### config.mk
export PLATFORM = sky130hd
export DESIGN_NAME = rv32_csr_unit
export DESIGN_NICKNAME = d
export VERILOG_FILES = /design/src/rtl/rv32_types.sv /design/src/rtl/rv32_csr_unit.sv
export SDC_FILE = /design/constraint.sdc
export NUM_CORES = 1
export LEC_CHECK = 0
export CAP_MARGIN = 15
export CORE_ASPECT_RATIO = 0.7
export CORE_MARGIN = 3
export CORE_UTILIZATION = 44
export DETAILED_ROUTE_END_ITERATION = 10
export GPL_TIMING_DRIVEN = 0
export PLACE_DENSITY = 0.85
export SLEW_MARGIN = 20
export SYNTH_ARGS = -nofsm -noshare
export SYNTH_HDL_FRONTEND = slang
export SYNTH_SLANG_ARGS = --single-unit
### constraint.sdc
create_clock -name clk -period 4.2 [get_ports clk]
set_input_delay 0.42 -clock clk [delete_from_list [all_inputs] [get_ports clk]]
set_output_delay 0.42 -clock clk [all_outputs]
set_load 0.01 [all_outputs]
### src/rtl/rv32_types.sv
// Shared types for the Zicsr execute path: CSR ids, op encodings, sequencer states,
// the write request sent to the CSR bank and the new-value ALU.
package rv32_types;

   typedef logic [11:0] rv_csr_id_t;

   // Encoding matches funct3[1:0] of the Zicsr instructions
   typedef enum logic [1:0] {
      CSR_RW = 2'b01,
      CSR_RS = 2'b10,
      CSR_RC = 2'b11
   } csr_op_t;

   typedef enum logic [1:0] {
      IDLE,
      READ,
      WRITE,
      RESP
   } csr_unit_state_t;

   typedef struct packed {
      logic        write;
      rv_csr_id_t  id;
      logic [31:0] value;
   } csr_write_request_t;

   function automatic logic csr_is_readonly(rv_csr_id_t id);
      return id[11:10] == 2'b11;
   endfunction

   function automatic logic [31:0] csr_apply(csr_op_t op, logic [31:0] old, logic [31:0] src);
      case (op)
         CSR_RS:  return old | src;
         CSR_RC:  return old & ~src;
         default: return src;
      endcase
   endfunction

endpackage

### src/rtl/rv32_csr_unit.sv
// Zicsr sequencer: accepts one CSR op, reads the old value from the bank, issues at most
// one write pulse, then holds the old value for rd writeback until it is accepted.
module rv32_csr_unit
   import rv32_types::*;
(
   input  logic               clk,
   input  logic               resetn,
   input  logic               req_valid,
   output logic               req_ready,
   input  logic [1:0]         req_op,
   input  logic               req_use_imm,
   input  logic [4:0]         req_zimm,
   input  logic [4:0]         req_rs1_idx,
   input  logic [31:0]        req_rs1_value,
   input  logic [4:0]         req_rd,
   input  logic [11:0]        req_csr_id,
   input  logic               flush,
   output logic [11:0]        csr_read_id,
   input  logic [31:0]        csr_read_value,
   output csr_write_request_t csr_write_req,
   output logic               resp_valid,
   input  logic               resp_ready,
   output logic [4:0]         resp_rd,
   output logic [31:0]        resp_value,
   output logic               resp_illegal,
   output logic               busy
);

   csr_unit_state_t state_q;
   logic [1:0]      op_q;
   logic [31:0]     src_q;
   logic [31:0]     old_q;
   logic [4:0]      rd_q;
   rv_csr_id_t      id_q;
   logic            suppress_q;
   logic            illegal_q;

   logic [31:0]     src_d;
   logic            suppress_d;
   logic            illegal_d;

   // Set/clear with a zero source never writes; a read-only CSR is only illegal if a write would happen
   always_comb begin
      src_d      = req_use_imm ? {27'd0, req_zimm} : req_rs1_value;
      suppress_d = (csr_op_t'(req_op) != CSR_RW) &&
                   (req_use_imm ? (req_zimm == 5'd0) : (req_rs1_idx == 5'd0));
      illegal_d  = csr_is_readonly(req_csr_id) && !suppress_d;
   end

   always_ff @(posedge clk or negedge resetn) begin
      if (!resetn) begin
         state_q    <= IDLE;
         op_q       <= 2'b00;
         src_q      <= 32'd0;
         old_q      <= 32'd0;
         rd_q       <= 5'd0;
         id_q       <= 12'd0;
         suppress_q <= 1'b0;
         illegal_q  <= 1'b0;
      end else begin
         case (state_q)
            IDLE: begin
               if (req_valid && !flush) begin
                  op_q       <= req_op;
                  src_q      <= src_d;
                  rd_q       <= req_rd;
                  id_q       <= req_csr_id;
                  suppress_q <= suppress_d;
                  illegal_q  <= illegal_d;
                  state_q    <= READ;
               end
            end
            READ: begin
               if (flush) begin
                  state_q <= IDLE;
               end else begin
                  old_q   <= csr_read_value;
                  state_q <= WRITE;
               end
            end
            // Once past READ the op is committed, so flush is no longer observed
            WRITE:   state_q <= RESP;
            RESP:    if (resp_ready) state_q <= IDLE;
            default: state_q <= IDLE;
         endcase
      end
   end

   always_comb begin
      req_ready           = (state_q == IDLE);
      busy                = (state_q != IDLE);
      csr_read_id         = id_q;
      csr_write_req.write = (state_q == WRITE) && !suppress_q && !illegal_q;
      csr_write_req.id    = id_q;
      csr_write_req.value = csr_apply(csr_op_t'(op_q), old_q, src_q);
      resp_valid          = (state_q == RESP);
      resp_rd             = rd_q;
      resp_value          = illegal_q ? 32'd0 : old_q;
      resp_illegal        = illegal_q;
   end

endmodule
==> summary.txt <==
Outcome
  • Status: complete, no violations

Placed design
  • I/O Buffers: 196
  • Placed Area: 6287 um^2
  • Placed Cells incl. Taps: 708
  • RD Place Congestion: 0.8364
  • Dpl hpwl: 9778 um

Drt
  • Routed Antenna Nets: 0
  • Routed len/inst: 18.03 um
  • Vias: 3734
  • Iter 0 DRT Violations: 206
  • Vias per cell: 5.157
  • DRC violations left: 0
  • DRT Wirelength: 13050 um
  • TritonRoute pass-1 iters: 5

Logic synthesis
  • YS warnings: 0
  • Mapped Area: 4150 um^2
  • FF+latch count, synth: 87
  • Yosys cell types: 23
  • Post-Synthesis Cells: 391
  • Avg Inst Size Synth: 10.61 um^2
  • Post-Syn Nets: 490
  • Seq/Total Area, Yosys: 52.46%

Floorplan
  • Die Area: 10650 um^2
  • Chip Width: 122.1 um
  • Die Y: 87.26 um
  • Ports: 197
  • Starting Density: 47.20%
  • FP Rows: 28
  • Core area: 8793 um^2

Worst setup path
  • CP dominant cell by count: clkbuf_1
  • Critical Path Max Stage Delay: 0.54 ns
  • Arr. time, crit path: 2.56 ns
  • Critical path capture point type: output port
  • Reg2Reg Depth: 6
  • CP Class: register to output port
  • Max stage delay cell, worst path: clkdlybuf4s50_1
  • CP Data Required Time: 3.78 ns
  • Top cell family by delay on the critical path: buffers and inverters
  • Peak fanout along the critical path: 10
  • CP Buf/Inv Count: 4
  • CP Depth: 6
  • Worst setup SP type: register
  • Cell Chain, Critical Path: clkbuf_1 -> and2_1 -> clkbuf_1 -> clkbuf_1 -> a21oi_1 -> clkdlybuf4s50_1

Worst hold path
  • HP Class: input port to async pin

Power and ir drop
  • Gate power share: 53.5%
  • Pwr per Cell Area: 802.9 nW/um^2
  • Sw Share: 34.73%
  • Peak supply drop: 0.0005198 V
  • Int Power: 3.469 mW
  • P_leak: 2.763 nW
  • Flop pwr share: 29.8%
  • Sw power: 1.846 mW
  • Clk pwr share: 16.6%

STA
  • Max Slew Vio Count: 0
  • FMAX: 335.1 MHz
  • Slew at the pin closest to its max-slew limit: 0.6372 ns
  • Final period utilization: 71.05%
  • Setup Viol. Count Final: 0
  • Final hold vios: 0
  • RSZ-0062 raised after global routing: no
  • Max Clock Skew: 0.005755 ns
  • Worst slew margin: 57.52%
  • TNS Setup: 0 ns
  • Hold_ws: 0.02048 ns
  • Minimum clock period after layout: 2.984 ns

Job
  • Total of max-cap violations: 0

Cells and area
  • Util after Layout: 75.28%
  • Layout cell share with drive strength beyond 1: 15.56%
  • Layout area overhead: 59.51%
  • Ant diodes: 0
  • Nets: 698
  • Finished Layout Cells: 724
  • Fin area: 6620 um^2

Clock tree
  • CTS tree: done
  • Worst-skew pair later-pin latency: 0.34 ns
  • Clock Path Buffers: 2
  • H-tree levels: 3
  • Number of buffers created by CTS: 9
  • Post-CTS sizing: 0
  • Clk slew on worst S/H paths: 0.06 ns
  • CTS root buffer: clkbuf_16
  • Post-CTS Hold Fix Bufs: 0
  • CTS sink count: 87
  • Post-CTS setup buffer count: 0

Global route
  • Gr usage total: 24.76%
  • Vias in the first global route: 3896
  • Maximum number of pins on one net before global-route repair: 59
  • Number of antenna violations at the first check in global routing: 0
  • First-pass GRT wire length: 20180 um
  • GRT overflow: 0
==> layout make-up <==
type	instances	area (um^2)
buffer	39	225.2
clock buffer	11	252.7
clock inverter	5	80.08
fill	616	2173
inverter	1	3.754
multi-input combinational	264	1744
sequential	87	2177
tap	120	150.1
timing repair buffer	197	1987
==> layout by cell type, fill, tap and decap left out, types with 3 or more instances in the layout <==
cell type / netlist / routed
nor2b_1: 33 / 33
buf_4: 12 / 13
clkdlybuf4s50_1: 0 / 195
nand2_1: 36 / 36
mux2_2: 51 / 51
buf_2: 7 / 7
nand2b_1: 30 / 30
clkbuf_8: 1 / 3
dfrtp_1: 87 / 87
a21oi_1: 64 / 64
clkbuf_1: 17 / 17
mux2i_1: 5 / 5
clkbuf_16: 0 / 9
o21ai_0: 33 / 33
==> synth_stat cells <==
cell	n	area, um^2
and2_1	2	12.51
clkbuf_8	1	13.76
nor3b_2	1	12.51
dfrtp_1	87	2177
inv_1	1	3.750
nor4_1	1	6.260
nor4b_1	2	17.52
clkbuf_1	17	63.81
buf_4	12	90.09
or4_1	2	15.01
mux2_2	51	574.3
or4b_1	1	10.01
buf_6	2	22.52
o21ai_0	33	165.2
nor2b_1	33	206.5
nand2b_1	30	187.7
nand2_1	36	135.1
o41ai_2	1	16.27
or2_2	1	6.260
mux2i_1	5	50.05
o31a_1	1	8.760
buf_2	7	35.03
a21oi_1	64	320.3
==> per-layer routing <==
layer / GRT usage, % / wire length, um / vias to the layer above
li1: - / - / 1738
met5: 0 / 0 / -
met4: 6.809 / 199 / 0
met2: 41.63 / 6097 / 156
met3: 8.182 / 1064 / 15
met1: 30.91 / 5690 / 1825
==> cells by family (layout without fill, tap and decap cells) <==
logic type | after synthesis | after routing | share of synthesized area, %
buffers and inverters | 40 | 253 | 5.517
multiplexers | 56 | 56 | 15.04
AND/OR/NAND/NOR | 109 | 109 | 14.68
flip-flops | 87 | 87 | 52.46
AO/OA/AOI/OAI | 99 | 99 | 12.30
==> final timing paths <==
check,endpoint,slack (ns),startpoint
setup reg to reg,resp_illegal,2.36,register
max in group asynchronous,src_q[4],3.56,resetn
min in group clk,op_q[0],0.51,op_q[0]
hold reg to reg,op_q[0],0.51,op_q[0]
setup / recovery,csr_write_req[3],1.22,op_q[1]
hold / removal,old_q[25],0.02,resetn
==> flip-flops by register name, summed over array words and instances (netlist names), named ones only <==
signal / count
csr_read_id: 12
old_q: 32
op_q: 2
resp_illegal: 1
resp_rd: 5
src_q: 32
state_q: 1
suppress_q: 1
==> worst register-to-register path: stages (launching register included) <==
cell and delay (ns):
dfrtp_1 0.44, or4b_1 0.53, buf_2 0.19, buf_6 0.16, buf_2 0.19, nand2_1 0.13
o41ai_2 0.08
==> stage by stage <==
| step | power [mW] | setup WS [ns] |
|---|---|---|
| global placement | 4.360 | -0.4623 |
| CTS | 5.351 | 1.199 |
| detailed placement | 4.444 | 1.569 |
| finish | 5.315 | 1.216 |
| floorplan | 2.831 | 2.579 |
| global route | 5.640 | 1.067 |
==> power groups by stage <==
stage | combinational [mW] | clock [mW] | sequential [mW]
finish | 2.84 | 0.885 | 1.59
global route | 3.07 | 0.927 | 1.65
CTS | 2.88 | 0.892 | 1.58
detailed placement | 2.85 | 0 | 1.59
global placement | 2.80 | 0 | 1.56
floorplan | 1.30 | 0 | 1.53
No activity file was read; power rests on OpenSTA's default activity.
